[config.mk]
export PLATFORM = sky130hd
export DESIGN_NAME = bch_axil_regs_flat
export DESIGN_NICKNAME = d
export VERILOG_FILES = /design/src/rtl/axi4_lite_pkg.sv /design/src/rtl/bch_regs_pkg.sv /design/src/rtl/axi4_lite_if.sv /design/src/rtl/bch_axil_regs.sv /design/src/flat_wrapper.sv
export SDC_FILE = /design/constraint.sdc
export NUM_CORES = 1
export LEC_CHECK = 0
export BUFFER_PORTS_ARGS = -buffer_cell sky130_fd_sc_hd__buf_2
export CAP_MARGIN = 15
export CELL_PAD_IN_SITES_DETAIL_PLACEMENT = 0
export CELL_PAD_IN_SITES_GLOBAL_PLACEMENT = 2
export CORE_MARGIN = 1.5
export CORE_UTILIZATION = 34
export DETAILED_ROUTE_END_ITERATION = 12
export HOLD_SLACK_MARGIN = 0.05
export PLACE_DENSITY = 0.95
export SYNTH_ARGS = -nofsm -noshare
export SYNTH_HDL_FRONTEND = slang
export SYNTH_SLANG_ARGS = --single-unit
[constraint.sdc]
create_clock -name aclk -period 2.8 [get_ports aclk]
set_clock_uncertainty 0.2 [all_clocks]
set_input_delay 0.14 -clock aclk [delete_from_list [all_inputs] [get_ports aclk]]
set_output_delay 0.14 -clock aclk [all_outputs]
set_load 0.005 [all_outputs]
[src/rtl/axi4_lite_pkg.sv]
// Shared AXI4-Lite definitions: the response encoding used on the B and R channels.
package axi4_lite_pkg;

  typedef enum logic [1:0] {
    OKAY   = 2'b00,
    EXOKAY = 2'b01,
    SLVERR = 2'b10,
    DECERR = 2'b11
  } response_t;

endpackage

[src/rtl/bch_regs_pkg.sv]
// Register map of the BCH control/status bank: offsets, field positions and decode helper.
package bch_regs_pkg;

  typedef logic [7:0] word_idx_t;

  typedef enum logic {
    R_IDLE = 1'b0,
    R_RESP = 1'b1
  } r_state_t;

  localparam logic [9:0] REG_CTRL_OFF   = 10'h000;
  localparam logic [9:0] REG_STATUS_OFF = 10'h004;
  localparam logic [9:0] REG_DIN_OFF    = 10'h008;
  localparam logic [9:0] REG_DOUT_OFF   = 10'h00C;
  localparam logic [9:0] REG_ERRCNT_OFF = 10'h010;

  localparam word_idx_t IDX_CTRL   = REG_CTRL_OFF[9:2];
  localparam word_idx_t IDX_STATUS = REG_STATUS_OFF[9:2];
  localparam word_idx_t IDX_DIN    = REG_DIN_OFF[9:2];
  localparam word_idx_t IDX_DOUT   = REG_DOUT_OFF[9:2];
  localparam word_idx_t IDX_ERRCNT = REG_ERRCNT_OFF[9:2];

  localparam int CTRL_START_BIT  = 0;
  localparam int CTRL_MODE_BIT   = 1;
  localparam int STATUS_BUSY_BIT = 0;
  localparam int STATUS_DONE_BIT = 1;

  // The map is dense from CTRL up to ERRCNT.
  function automatic logic is_mapped(input word_idx_t idx);
    return idx <= IDX_ERRCNT;
  endfunction

endpackage

[src/rtl/axi4_lite_if.sv]
// AXI4-Lite bundle with master and slave views.
interface axi4_lite_if #(
  parameter int DATA_BYTES    = 4,
  parameter int ADDRESS_WIDTH = 5
) ();
  import axi4_lite_pkg::*;

  logic                     awvalid;
  logic                     awready;
  logic [ADDRESS_WIDTH-1:0] awaddr;
  logic                     wvalid;
  logic                     wready;
  logic [DATA_BYTES*8-1:0]  wdata;
  logic [DATA_BYTES-1:0]    wstrb;
  logic                     bvalid;
  logic                     bready;
  response_t                bresp;
  logic                     arvalid;
  logic                     arready;
  logic [ADDRESS_WIDTH-1:0] araddr;
  logic                     rvalid;
  logic                     rready;
  logic [DATA_BYTES*8-1:0]  rdata;
  response_t                rresp;

  modport master (
    output awvalid, awaddr, wvalid, wdata, wstrb, bready, arvalid, araddr, rready,
    input  awready, wready, bvalid, bresp, arready, rvalid, rdata, rresp
  );

  modport slave (
    input  awvalid, awaddr, wvalid, wdata, wstrb, bready, arvalid, araddr, rready,
    output awready, wready, bvalid, bresp, arready, rvalid, rdata, rresp
  );

endinterface

[src/rtl/bch_axil_regs.sv]
// AXI4-Lite register bank for the BCH core: independent AW/W holding registers merge
// into one write commit; a two-state FSM serves reads.
module bch_axil_regs
  import axi4_lite_pkg::*;
  import bch_regs_pkg::*;
#(
  parameter int DATA_BYTES    = 4,
  parameter int ADDRESS_WIDTH = 5
) (
  input  logic        aclk,
  input  logic        areset,
  axi4_lite_if.slave  s_axi,
  output logic        core_start,
  output logic        core_mode,
  output logic [31:0] core_din,
  input  logic        core_busy,
  input  logic        core_done,
  input  logic [31:0] core_dout,
  input  logic [7:0]  core_errcnt
);

  localparam int DW = DATA_BYTES * 8;

  logic                  aw_full_q, aw_full_d;
  word_idx_t             aw_idx_q, aw_idx_d;
  logic                  w_full_q, w_full_d;
  logic [DW-1:0]         w_data_q, w_data_d;
  logic [DATA_BYTES-1:0] w_strb_q, w_strb_d;
  logic                  bvalid_q, bvalid_d;
  response_t             bresp_q, bresp_d;

  logic                  mode_q, mode_d;
  logic                  start_q, start_d;
  logic                  done_q, done_d;
  logic [31:0]           din_q, din_d;
  logic [31:0]           dout_q, dout_d;
  logic [7:0]            errcnt_q, errcnt_d;

  r_state_t              r_state_q, r_state_d;
  logic [DW-1:0]         rdata_q, rdata_d;
  response_t             rresp_q, rresp_d;

  logic                  aw_hs, w_hs, ar_hs, wr_commit;
  word_idx_t             wr_idx, rd_idx;
  logic [DW-1:0]         wr_data, rd_value;
  logic [DATA_BYTES-1:0] wr_strb;
  logic                  unused_addr_lsbs;

  assign unused_addr_lsbs = ^{s_axi.awaddr[1:0], s_axi.araddr[1:0]};

  // Readies depend only on state so a master can never see them combinationally echo valid.
  assign s_axi.awready = !areset && !aw_full_q && !bvalid_q;
  assign s_axi.wready  = !areset && !w_full_q && !bvalid_q;
  assign s_axi.bvalid  = bvalid_q;
  assign s_axi.bresp   = bresp_q;
  assign s_axi.rdata   = rdata_q;
  assign s_axi.rresp   = rresp_q;

  assign core_start = start_q;
  assign core_mode  = mode_q;
  assign core_din   = din_q;

  assign aw_hs = s_axi.awvalid && s_axi.awready;
  assign w_hs  = s_axi.wvalid && s_axi.wready;
  assign ar_hs = s_axi.arvalid && s_axi.arready;

  // A held beat takes priority; otherwise the beat handshaking this cycle is used directly.
  assign wr_idx    = aw_full_q ? aw_idx_q : word_idx_t'(s_axi.awaddr[ADDRESS_WIDTH-1:2]);
  assign wr_data   = w_full_q ? w_data_q : s_axi.wdata;
  assign wr_strb   = w_full_q ? w_strb_q : s_axi.wstrb;
  assign wr_commit = (aw_full_q || aw_hs) && (w_full_q || w_hs);

  always_comb begin
    aw_full_d = aw_full_q;
    aw_idx_d  = aw_idx_q;
    w_full_d  = w_full_q;
    w_data_d  = w_data_q;
    w_strb_d  = w_strb_q;
    bvalid_d  = bvalid_q;
    bresp_d   = bresp_q;
    mode_d    = mode_q;
    start_d   = 1'b0;
    done_d    = done_q;
    din_d     = din_q;
    dout_d    = dout_q;
    errcnt_d  = errcnt_q;

    if (core_done) begin
      dout_d   = core_dout;
      errcnt_d = core_errcnt;
      done_d   = 1'b1;
    end

    if (bvalid_q && s_axi.bready) begin
      bvalid_d = 1'b0;
    end

    if (aw_hs && !wr_commit) begin
      aw_full_d = 1'b1;
      aw_idx_d  = word_idx_t'(s_axi.awaddr[ADDRESS_WIDTH-1:2]);
    end
    if (w_hs && !wr_commit) begin
      w_full_d = 1'b1;
      w_data_d = s_axi.wdata;
      w_strb_d = s_axi.wstrb;
    end

    if (wr_commit) begin
      aw_full_d = 1'b0;
      w_full_d  = 1'b0;
      bvalid_d  = 1'b1;
      bresp_d   = OKAY;
      if (!is_mapped(wr_idx)) begin
        bresp_d = SLVERR;
      end else begin
        case (wr_idx)
          IDX_CTRL: begin
            if (wr_strb[0]) begin
              mode_d = wr_data[CTRL_MODE_BIT];
              if (wr_data[CTRL_START_BIT]) begin
                if (core_busy) bresp_d = SLVERR;
                else           start_d = 1'b1;
              end
            end
          end
          IDX_STATUS: begin
            // A completion in the same cycle wins over the clear.
            if (wr_strb[0] && wr_data[STATUS_DONE_BIT] && !core_done) done_d = 1'b0;
          end
          IDX_DIN: begin
            for (int b = 0; b < DATA_BYTES; b++) begin
              if (wr_strb[b]) din_d[8*b +: 8] = wr_data[8*b +: 8];
            end
          end
          default: ;
        endcase
      end
    end
  end

  always_ff @(posedge aclk) begin
    if (areset) begin
      aw_full_q <= 1'b0;
      aw_idx_q  <= '0;
      w_full_q  <= 1'b0;
      w_data_q  <= '0;
      w_strb_q  <= '0;
      bvalid_q  <= 1'b0;
      bresp_q   <= OKAY;
      mode_q    <= 1'b0;
      start_q   <= 1'b0;
      done_q    <= 1'b0;
      din_q     <= '0;
      dout_q    <= '0;
      errcnt_q  <= '0;
    end else begin
      aw_full_q <= aw_full_d;
      aw_idx_q  <= aw_idx_d;
      w_full_q  <= w_full_d;
      w_data_q  <= w_data_d;
      w_strb_q  <= w_strb_d;
      bvalid_q  <= bvalid_d;
      bresp_q   <= bresp_d;
      mode_q    <= mode_d;
      start_q   <= start_d;
      done_q    <= done_d;
      din_q     <= din_d;
      dout_q    <= dout_d;
      errcnt_q  <= errcnt_d;
    end
  end

  // Read value is taken from current state, so a same-cycle write is not visible yet.
  assign rd_idx = word_idx_t'(s_axi.araddr[ADDRESS_WIDTH-1:2]);

  always_comb begin
    rd_value = '0;
    case (rd_idx)
      IDX_CTRL:   rd_value[CTRL_MODE_BIT] = mode_q;
      IDX_STATUS: begin
        rd_value[STATUS_BUSY_BIT] = core_busy;
        rd_value[STATUS_DONE_BIT] = done_q;
      end
      IDX_DIN:    rd_value = din_q;
      IDX_DOUT:   rd_value = dout_q;
      IDX_ERRCNT: rd_value[7:0] = errcnt_q;
      default:    rd_value = '0;
    endcase
  end

  always_ff @(posedge aclk) begin
    if (areset) r_state_q <= R_IDLE;
    else        r_state_q <= r_state_d;
  end

  always_comb begin
    r_state_d = r_state_q;
    case (r_state_q)
      R_IDLE:  if (ar_hs) r_state_d = R_RESP;
      R_RESP:  if (s_axi.rready) r_state_d = R_IDLE;
      default: r_state_d = R_IDLE;
    endcase
  end

  always_comb begin
    s_axi.arready = !areset && (r_state_q == R_IDLE);
    s_axi.rvalid  = (r_state_q == R_RESP);
  end

  always_comb begin
    rdata_d = rdata_q;
    rresp_d = rresp_q;
    if (ar_hs) begin
      rdata_d = rd_value;
      rresp_d = is_mapped(rd_idx) ? OKAY : SLVERR;
    end
  end

  always_ff @(posedge aclk) begin
    if (areset) begin
      rdata_q <= '0;
      rresp_q <= OKAY;
    end else begin
      rdata_q <= rdata_d;
      rresp_q <= rresp_d;
    end
  end

endmodule

[src/flat_wrapper.sv]
// flat-port wrapper written by rule: the top's interface ports become plain ports
module bch_axil_regs_flat import axi4_lite_pkg::*; import bch_regs_pkg::*;
#(
  parameter int DATA_BYTES    = 4,
  parameter int ADDRESS_WIDTH = 5
)
  (aclk, areset, core_start, core_mode, core_din, core_busy, core_done, core_dout, core_errcnt, s_axi_awvalid, s_axi_awaddr, s_axi_wvalid, s_axi_wdata, s_axi_wstrb, s_axi_bready, s_axi_arvalid, s_axi_araddr, s_axi_rready, s_axi_awready, s_axi_wready, s_axi_bvalid, s_axi_bresp, s_axi_arready, s_axi_rvalid, s_axi_rdata, s_axi_rresp);
  axi4_lite_if #(.DATA_BYTES(DATA_BYTES), .ADDRESS_WIDTH(ADDRESS_WIDTH)) s_axi_i ();
  input  logic aclk;
  input  logic areset;
  output logic core_start;
  output logic core_mode;
  output logic [31:0] core_din;
  input  logic core_busy;
  input  logic core_done;
  input  logic [31:0] core_dout;
  input  logic [7:0] core_errcnt;
  input wire logic [$bits(s_axi_i.awvalid)-1:0] s_axi_awvalid;
  input wire logic [$bits(s_axi_i.awaddr)-1:0] s_axi_awaddr;
  input wire logic [$bits(s_axi_i.wvalid)-1:0] s_axi_wvalid;
  input wire logic [$bits(s_axi_i.wdata)-1:0] s_axi_wdata;
  input wire logic [$bits(s_axi_i.wstrb)-1:0] s_axi_wstrb;
  input wire logic [$bits(s_axi_i.bready)-1:0] s_axi_bready;
  input wire logic [$bits(s_axi_i.arvalid)-1:0] s_axi_arvalid;
  input wire logic [$bits(s_axi_i.araddr)-1:0] s_axi_araddr;
  input wire logic [$bits(s_axi_i.rready)-1:0] s_axi_rready;
  output wire logic [$bits(s_axi_i.awready)-1:0] s_axi_awready;
  output wire logic [$bits(s_axi_i.wready)-1:0] s_axi_wready;
  output wire logic [$bits(s_axi_i.bvalid)-1:0] s_axi_bvalid;
  output wire logic [$bits(s_axi_i.bresp)-1:0] s_axi_bresp;
  output wire logic [$bits(s_axi_i.arready)-1:0] s_axi_arready;
  output wire logic [$bits(s_axi_i.rvalid)-1:0] s_axi_rvalid;
  output wire logic [$bits(s_axi_i.rdata)-1:0] s_axi_rdata;
  output wire logic [$bits(s_axi_i.rresp)-1:0] s_axi_rresp;
  assign s_axi_i.awvalid = s_axi_awvalid;
  assign s_axi_i.awaddr = s_axi_awaddr;
  assign s_axi_i.wvalid = s_axi_wvalid;
  assign s_axi_i.wdata = s_axi_wdata;
  assign s_axi_i.wstrb = s_axi_wstrb;
  assign s_axi_i.bready = s_axi_bready;
  assign s_axi_i.arvalid = s_axi_arvalid;
  assign s_axi_i.araddr = s_axi_araddr;
  assign s_axi_i.rready = s_axi_rready;
  assign s_axi_awready = s_axi_i.awready;
  assign s_axi_wready = s_axi_i.wready;
  assign s_axi_bvalid = s_axi_i.bvalid;
  assign s_axi_bresp = s_axi_i.bresp;
  assign s_axi_arready = s_axi_i.arready;
  assign s_axi_rvalid = s_axi_i.rvalid;
  assign s_axi_rdata = s_axi_i.rdata;
  assign s_axi_rresp = s_axi_i.rresp;
  bch_axil_regs #(.DATA_BYTES(DATA_BYTES), .ADDRESS_WIDTH(ADDRESS_WIDTH)) u_core (.aclk(aclk), .areset(areset), .s_axi(s_axi_i), .core_start(core_start), .core_mode(core_mode), .core_din(core_din), .core_busy(core_busy), .core_done(core_done), .core_dout(core_dout), .core_errcnt(core_errcnt));
endmodule
==> flow_metrics.env, run 1 <==
export IMPL_final_cell_mix="162 x buf_2, 151 x dfxtp_1, 131 x dlygate4sd3_1"
export IMPL_reg2reg_to="u_core.s_axi.rresp[1]"
export IMPL_fin_crit_sh_pct=90.2
export IMPL_place_inst=1110
export IMPL_synth_flop_cell="dfxtp_1"
export IMPL_die_area_mm2=0.0202
export IMPL_io_buffers=163
export IMPL_cts_sinks=152
export IMPL_diodes=0
export IMPL_hp_start="areset"
export IMPL_initial_core_util_pct=34.9
export IMPL_clkTransAtPathRegs_ns=0.06
export IMPL_slew_headroom_pct=56.0
export IMPL_finalMaxSlewViolations=0
export IMPL_synth_seq_cells=152
export IMPL_power_density_mw_per_mm2=527
export IMPL_worst_pin_slew_ns=0.660
export IMPL_first_iter_violations=323
export IMPL_gp_congestion=0.746
export IMPL_crit_buf_inv=4
export IMPL_vias=5925
export IMPL_ff2ff_path_depth=5
export IMPL_fill_cells=1817
export IMPL_fmax_ghz=0.396
export IMPL_ys_seq_area_share_pct=46.3
export IMPL_clock_path_buffers=2
export IMPL_grt_pass1_wl_mm=29.1
export IMPL_finalSetupTns_ns=0
export IMPL_min_path_cells=2
export IMPL_cts_root_buf="clkbuf_16"
export IMPL_worst_path_max_fanout=8
export IMPL_die_h_um=142
export IMPL_critPathLaunchType="input pin"
export IMPL_status="complete, no violations"
export IMPL_ant_nets=0
export IMPL_grt_pass1_vias=5598
export IMPL_path_common_cell="dlygate4sd3_1"
export IMPL_std_cell_rows=50
export IMPL_drcViolationCount=0
export IMPL_min_period_ns=2.53
export IMPL_grt_overflow=0
export IMPL_cp_required_ns=2.97
export IMPL_dp_final_hpwl_mm=12.2
export IMPL_synth_avg_cell_area_um2=8.97
export IMPL_setup_viol=0
export IMPL_register_area_mm2=0.00304
export IMPL_min_to="u_core.w_full_q"
export IMPL_r2r_start="u_core.s_axi.rvalid"
export IMPL_maxCapViolCount=0
export IMPL_multi_input_area_mm2=0.00326
export IMPL_synthArstFlopShare_pct=0
export IMPL_min_path_type="input pin to flip-flop"
export IMPL_finalHoldViolations=0
export IMPL_die_w_um=142
export IMPL_rsz0062_at_grt="false"
export IMPL_clk_latency_ns=0.42
export IMPL_dpl_cell_area_mm2=0.00757
export IMPL_yosysUniqueCellTypes=42
export IMPL_pin_count=170
export IMPL_drive_above_1_share_pct=22.4
export IMPL_wl_per_cell_um=14.6
export IMPL_arrival_ns=2.69
export IMPL_p_leak_uw=0.00418
export IMPL_synth_area_mm2=0.00657
export IMPL_fin_cells=1269
export IMPL_finalNetCount=1095
export IMPL_syn_to_final_growth_pct=42.9
export IMPL_grt_max_degree=114
export IMPL_cts_tree="done"
export IMPL_path_class="input pin to flip-flop"
export IMPL_cp_end_kind="flip-flop"
export IMPL_post_route_cell_area_mm2=0.00939
export IMPL_crit_chain="dlygate4sd3_1, buf_2, nor3b_2, o211ai_1, dlygate4sd3_1, a21oi_1, dlygate4sd3_1"
export IMPL_antenna_found_initial=0
export IMPL_routed_wl_mm=18.5
export IMPL_ff2ff_setup_slack_ns=0.30
export IMPL_drt_pass1_iterations=5
export IMPL_synth_edf_count=0
export IMPL_cp_slowest_cell="dlygate4sd3_1"
export IMPL_cts_buffers=17
export IMPL_core_area_mm2=0.0188
export IMPL_avgViaCountPerCell=4.67
export IMPL_vdd_drop_max_mv=0.364
export IMPL_syn_inst=733
export IMPL_path_delay_family="buffers and inverters"
export IMPL_htree_levels=4
export IMPL_cp_slowest_stage_delay_ns=0.59
export IMPL_track_usage_pct=18.5
export IMPL_final_common_cell="buf_2"
export IMPL_yosys_warnings=0
-- area by class of cell --
cell class / count / area share (%)
Multi-Input combinational cell: 520 / 34.7
Sequential cell: 152 / 32.4
Timing Repair Buffer: 307 / 24.0
Clock buffer: 23 / 5.09
Tap cell: 260 / 3.46
Clock inverter: 5 / 0.266
Inverter: 2 / 0.0799
-- worst max-delay path by stage --
stage                         start                     to  slack, ns  depth (start not counted)
global placement    u_core.w_full_q    u_core.core_din[23]       0.68                          4
global route          s_axi_arvalid  u_core.s_axi.rresp[1]       0.12                          7
detailed placement  u_core.w_full_q    u_core.core_din[17]       0.68                          4
finish                s_axi_arvalid  u_core.s_axi.rresp[1]       0.27                          7
floorplan           u_core.w_full_q     u_core.core_din[1]       0.97                          6
CTS                 u_core.w_full_q     u_core.w_strb_q[1]       0.23                          6
-- through the flow --
| step | utilization, % | total power [uW] | hold slack [ns] | worst slack, ns |
|---|---|---|---|---|
| 3_3_place_gp | 40.2 | 2840 | 0.129 | 0.679 |
| 5_1_grt | 49.9 | 5160 | 0.108 | 0.122 |
| 2_1_floorplan | - | 2670 | 0.0167 | 0.969 |
| 4_1_cts | 49.8 | 4990 | 0.0829 | 0.233 |
| 3_5_place_dp | 40.2 | 2840 | 0.135 | 0.676 |
| 6_report | 49.9 | 4950 | 0.0913 | 0.274 |
-- kinds of logic after synthesis --
family | after synthesis | synth area share (%)
buffers and inverters | 62 | 4.55
AOI/OAI and AO/OA | 135 | 11.9
other | 1 | 0.0571
DFF | 152 | 46.3
and+or+nand+nor | 272 | 20.0
muxes | 111 | 17.1
-- worst reg2reg max path: stages, from the launching register on --
cell and delay (ns):
dfxtp_1 0.35, nor3b_2 0.46, o211ai_1 0.15, dlygate4sd3_1 0.59, a21oi_1 0.14, dlygate4sd3_1 0.56
-- Yosys cell counts (2+ instances only) --
cell type    n  area [um2]
dfxtp_1    152        3040
nand2_1    130         488
mux2i_1    102        1020
o21ai_0     59         295
nor2_1      52         195
a21oi_1     42         210
clkbuf_1    38         143
or4_1       30         225
nor2b_1     28         175
buf_2        8        40.0
mux2_2       8        90.1
nand2b_1     8        50.1
buf_4        7        52.6
a22oi_1      6        45.0
a2bb2oi_1    6        52.6
o21ai_1      6        30.0
nor3_1       5        25.0
buf_6        4        45.0
nor3b_2      4        50.1
o211ai_2     4        50.1
a211oi_1     3        22.5
buf_1        3        11.3
a311oi_1     2        17.5
and2_1       2        12.5
and3b_1      2        17.5
inv_1        2        7.51
nand3_1      2        10.0
nand3b_1     2        15.0
nand4_1      2        12.5
nor4_1       2        12.5
-- what timing repair did --
action	CTS	global route
resized for setup	0	1
endpoints found under the setup margin	0	2
buffers inserted	0	0
hold endpoints to repair	125	0
hold buffers	131	0
-- state kept, by name, summed over array words and instances, names as in the netlist --
name and flops:
u_core.aw_full_q 1, u_core.aw_idx_q 3, u_core.core_din 32, u_core.core_mode 1, u_core.core_start 1, u_core.done_q 1, u_core.dout_q 32, u_core.errcnt_q 8
u_core.s_axi.bresp 1, u_core.s_axi.bvalid 1, u_core.s_axi.rdata 32, u_core.s_axi.rresp 1, u_core.s_axi.rvalid 1, u_core.w_data_q 32, u_core.w_full_q 1, u_core.w_strb_q 4
-- power breakdown --
part | internal, uW | total, uW | switching (uW)
registers | 2230 | 2280 | 52.5
logic | 336 | 653 | 317
clock network | 1170 | 2010 | 837
total | 3740 | 4950 | 1210
-- layer usage --
metal	track usage, %	routed length, um
met1	25.7	9200
met2	28.3	8310
met3	4.10	789
met4	5.91	250
met5	0	0
Power figures use the tool's default switching activity.
==> run 2, diff against run 1 <==
Settings changed: CTS_BUF_LIST set to sky130_fd_sc_hd__clkbuf_16.
==> run 2 against run 1 <==
  * Routed wire length rose by 0.27%
  * Non-clock buffer count unchanged
  * Count of clock-buffer cells in the layout decreased by 6
  * Critical path depth did not move
  * Core utilization is 0.16 points lower
  * Critical endpoint unchanged
==> flow_metrics.env, run 2 (synthesis gave the netlist of run 1 again) <==
export IMPL_status="complete, no violations"
export IMPL_fmax_ghz=0.392
export IMPL_core_area_mm2=0.0188
export IMPL_drive_above_1_share_pct=22.1
export IMPL_post_route_cell_area_mm2=0.00936
export IMPL_track_usage_pct=18.5
export IMPL_setup_worst_path_start="s_axi_arvalid"
export IMPL_register_area_mm2=0.00304
export IMPL_path_delay_family="buffers and inverters"
export IMPL_cp_required_ns=2.97
export IMPL_dpl_cell_area_mm2=0.00757
export IMPL_drcViolationCount=0
export IMPL_power_density_mw_per_mm2=518
export IMPL_finalNetCount=1095
export IMPL_min_period_ns=2.55
export IMPL_die_w_um=142
export IMPL_finalHoldViolations=0
export IMPL_wl_per_cell_um=14.7
export IMPL_die_h_um=142
export IMPL_vias=5960
export IMPL_finalMaxSlewViolations=0
export IMPL_ant_nets=0
export IMPL_finalSetupTns_ns=0
export IMPL_worst_path_max_fanout=8
export IMPL_vdd_drop_max_mv=0.362
export IMPL_arrival_ns=2.72
export IMPL_r2r_start="u_core.s_axi.rvalid"
export IMPL_path_class="input pin to flip-flop"
export IMPL_cts_sinks=152
export IMPL_min_path_type="input pin to flip-flop"
export IMPL_die_area_mm2=0.0202
export IMPL_final_cell_mix="162 x buf_2, 151 x dfxtp_1, 131 x dlygate4sd3_1"
export IMPL_fin_crit_sh_pct=91.1
export IMPL_crit_buf_inv=4
export IMPL_cp_slowest_cell="dlygate4sd3_1"
export IMPL_multi_input_area_mm2=0.00326
export IMPL_grt_pass1_vias=5602
export IMPL_pin_count=170
export IMPL_rsz0062_at_grt="false"
export IMPL_final_common_cell="buf_2"
export IMPL_finish_utilization_pct=49.7
export IMPL_crit_chain="dlygate4sd3_1, buf_2, nor3b_2, o211ai_1, dlygate4sd3_1, a21oi_1, dlygate4sd3_1"
export IMPL_syn_to_final_growth_pct=42.4
export IMPL_grt_overflow=0
export IMPL_grt_max_degree=114
export IMPL_clock_path_buffers=2
export IMPL_cp_end_kind="flip-flop"
export IMPL_cts_tree="done"
export IMPL_critPathLaunchType="input pin"
export IMPL_initial_core_util_pct=34.9
export IMPL_grt_pass1_wl_mm=29.1
export IMPL_gp_congestion=0.746
export IMPL_io_buffers=163
export IMPL_std_cell_rows=50
export IMPL_drt_pass1_iterations=4
export IMPL_setup_viol=0
export IMPL_slew_headroom_pct=53.7
export IMPL_maxCapViolCount=0
export IMPL_antenna_found_initial=0
export IMPL_htree_levels=4
export IMPL_clk_latency_ns=0.42
export IMPL_cts_setup_buffers=0
export IMPL_path_common_cell="dlygate4sd3_1"
export IMPL_avgViaCountPerCell=4.70
export IMPL_dp_final_hpwl_mm=12.2
export IMPL_hp_start="areset"
export IMPL_first_iter_violations=297
export IMPL_cts_buffers=17
export IMPL_cts_root_buf="clkbuf_16"
export IMPL_worst_pin_slew_ns=0.688
export IMPL_clkTransAtPathRegs_ns=0.06
export IMPL_fill_cells=1825
export IMPL_diodes=0
export IMPL_p_leak_uw=0.00417
export IMPL_routed_wl_mm=18.6
export IMPL_cp_slowest_stage_delay_ns=0.60
==> run 2: metal layers <==
layer	GRT usage [%]	wire length, um	vias to the layer above	share of wire [%]
li1	-	-	3066	-
met1	25.8	9090	2723	49
met2	28.4	8420	151	45
met3	4.21	844	20	4.5
met4	5.91	245	0	1.3
met5	0	0	-	0
==> run 2: cell type report <==
type                       instances  share of cell area, %
multi-input combinational        520                   34.8
sequential                       152                   32.5
timing repair buffer             307                   24.1
clock buffer                      17                   4.54
tap                              260                   3.48
clock inverter                    11                  0.508
inverter                           2                 0.0802
==> run 2: worst paths after layout <==
path         slack [ns]  cells past startpoint                     to
max                0.25                      7  u_core.s_axi.rresp[1]
min                0.09                      2        u_core.w_full_q
max reg2reg        0.27                      5  u_core.s_axi.rresp[1]
min reg2reg        0.24                      2  u_core.s_axi.rdata[3]
==> run 2: stage by stage <==
stage	hold WS [ns]	worst slack, ns	total power (uW)	cells
6_report	0.0937	0.250	4850	1269
5_1_grt	0.106	0.124	5070	1269
4_1_cts	0.0827	0.233	4900	1269
3_5_place_dp	0.135	0.676	2840	1110
3_3_place_gp	0.129	0.679	2840	1110
2_1_floorplan	0.0167	0.969	2670	734
==> run 2: power by group <==
part	internal [uW]	switching [uW]
Sequential	2230	52.3
Combinational	336	317
Clock	1080	829
==> run 2: worst reg2reg max path, delay by kind of cell, from the launching register on <==
family | cells | cell delay (ns)
AOI/OAI and AO/OA | 2 | 0.30
buffers and inverters | 2 | 1.15
DFF | 1 | 0.35
and+or+nand+nor | 1 | 0.48
==> run 2: what timing repair did <==
| action | CTS | global route |
|---|---|---|
| setup endpoints to repair | 0 | 2 |
| endpoints found under the hold margin | 124 | 0 |
| resized for setup | 0 | 1 |
| hold buffers | 131 | 0 |
==> run 3, diff against run 2 <==
Settings changed: RECOVER_POWER set to 100.
==> run 3 against run 2 <==
  * The run now ends with capacitance limit, slew limit left
  * First-iteration DRC count grew 10%
  * Cell count did not move
  * Critical path depth down 2
  * Register-to-register slack barely moved
  * Count of clock-buffer cells in the layout is the same
  * Sequential power hardly changed
  * Critical endpoint is now u_core.core_din[6]
  * Largest power group unchanged
  * Highest routed layer unchanged
==> flow_metrics.env, run 3 (synthesis gave the netlist of run 1 again) <==
export IMPL_core_area_mm2=0.0188
export IMPL_cp_required_ns=2.94
export IMPL_vdd_drop_max_mv=0.361
export IMPL_grt_pass1_wl_mm=29.1
export IMPL_die_w_um=142
export IMPL_io_buffers=163
export IMPL_fmax_ghz=0.397
export IMPL_slew_headroom_pct=-4.92
export IMPL_routed_wl_mm=18.6
export IMPL_p_leak_uw=0.00396
export IMPL_vias=5952
export IMPL_die_area_mm2=0.0202
export IMPL_cts_tree="done"
export IMPL_track_usage_pct=18.5
export IMPL_finalNetCount=1095
export IMPL_critPathLaunchType="flip-flop"
export IMPL_setup_viol=0
export IMPL_path_class="flip-flop to flip-flop"
export IMPL_finalMaxSlewViolations=20
export IMPL_arrival_ns=2.66
export IMPL_antenna_found_initial=0
export IMPL_cts_sinks=152
export IMPL_cp_end_kind="flip-flop"
export IMPL_htree_levels=4
export IMPL_cp_slowest_cell="or4_1"
export IMPL_fin_crit_sh_pct=90.0
export IMPL_rsz0062_at_grt="false"
export IMPL_initial_core_util_pct=34.9
export IMPL_cp_slowest_stage_delay_ns=0.69
export IMPL_die_h_um=142
export IMPL_grt_overflow=0
export IMPL_drt_pass1_iterations=5
export IMPL_ant_nets=0
export IMPL_grt_pass1_vias=5602
export IMPL_wl_per_cell_um=14.7
export IMPL_clkTransAtPathRegs_ns=0.06
export IMPL_maxCapViolCount=1
export IMPL_place_inst=1110
export IMPL_min_period_ns=2.52
export IMPL_avgViaCountPerCell=4.69
export IMPL_finalHoldViolations=0
export IMPL_worst_pin_slew_ns=1.57
export IMPL_dp_final_hpwl_mm=12.2
export IMPL_drive_above_1_share_pct=16.8
export IMPL_worst_path_max_fanout=58
export IMPL_status="complete, but fails checks"
export IMPL_min_path_type="input pin to flip-flop"
export IMPL_violations="capacitance limit, slew limit"
export IMPL_cts_setup_buffers=0
export IMPL_cts_buffers=17
export IMPL_finalSetupTns_ns=0
export IMPL_syn_to_final_growth_pct=41.3
export IMPL_clk_latency_ns=0.42
export IMPL_power_density_mw_per_mm2=521
export IMPL_drcViolationCount=0
export IMPL_fin_cells=1269
export IMPL_final_common_cell="dfxtp_1"
export IMPL_crit_chain="nor3b_1, o22ai_4, clkbuf_2, or4_1, o21ai_0"
export IMPL_pin_count=170
export IMPL_clock_path_buffers=2
export IMPL_grt_max_degree=114
export IMPL_gp_congestion=0.746
export IMPL_final_cell_mix="151 x dfxtp_1, 131 x dlygate4sd3_1, 130 x nand2_1"
export IMPL_first_iter_violations=327
export IMPL_diodes=0
export IMPL_std_cell_rows=50
export IMPL_cts_root_buf="clkbuf_16"
run 3: changes by cell type in the layout (fill, tap and decap cells not counted):
cell and delta:
clkbuf_1 +50, buf_2 -49, o21ai_0 +6, o21ai_1 -6, buf_4 -2, clkbuf_2 +1, mux2_1 +1, mux2_2 -1
nor2_1 +1, nor2_2 -1, nor3b_1 +1, nor3b_2 -1
run 3: final cells by class:
type,instances,area (um2)
multi-input cells,520,3250
flip-flops and latches,152,3040
clock inverters,11,47.5
clock buffers,17,425
well taps,260,325
inverters,2,7.51
repair buffers,307,2180
fillers,1863,9550
run 3: routing by layer:
| layer | vias up | routed length (um) | GRT usage [%] |
|---|---|---|---|
| li1 | 3068 | - | - |
| met1 | 2739 | 9340 | 25.8 |
| met2 | 127 | 8290 | 28.4 |
| met3 | 18 | 753 | 4.21 |
| met4 | 0 | 227 | 5.91 |
| met5 | - | 0 | 0 |
run 3: where the power goes:
| part | switching, uW | internal (uW) | total, uW |
|---|---|---|---|
| Clock | 828 | 1080 | 1910 |
| Sequential | 52.4 | 2230 | 2280 |
| Combinational | 317 | 332 | 649 |
run 3: metrics by stage:
stage	cell area, um2	utilization [%]	total power [uW]	hold WS (ns)	setup slack (ns)
after CTS	9350	49.7	4900	0.0827	0.233
after global placement	7570	40.2	2840	0.129	0.679
after detailed placement	7570	40.2	2840	0.135	0.676
after floorplan	6580	-	2670	0.0167	0.969
final	9290	49.3	4840	0.0901	0.280
after global routing	9290	49.3	5070	0.104	0.119
run 3: final timing paths:
check,cells after the start,endpoint,start,slack [ns]
worst max-delay path,5,u_core.core_din[6],u_core.s_axi.bvalid,0.28
worst min-delay path,2,u_core.w_full_q,areset,0.09
worst max register to register,5,u_core.core_din[6],u_core.s_axi.bvalid,0.28
worst min register to register,2,u_core.s_axi.rdata[3],u_core.s_axi.rdata[3],0.24
run 3: worst max-delay path, delay by kind of cell (launching register included):
kind | cells | cell delay [ns]
buffers and inverters | 1 | 0.52
AO/OA/AOI/OAI | 2 | 0.19
flip-flops | 1 | 0.39
AND/OR/NAND/NOR | 2 | 1.12
run 3: timing repair:
item                                    4_1_cts  5_1_grt
endpoints found under the setup margin        0        2
gates resized for setup                       0        1
hold endpoints to repair                    124        0
hold buffers                                131        0
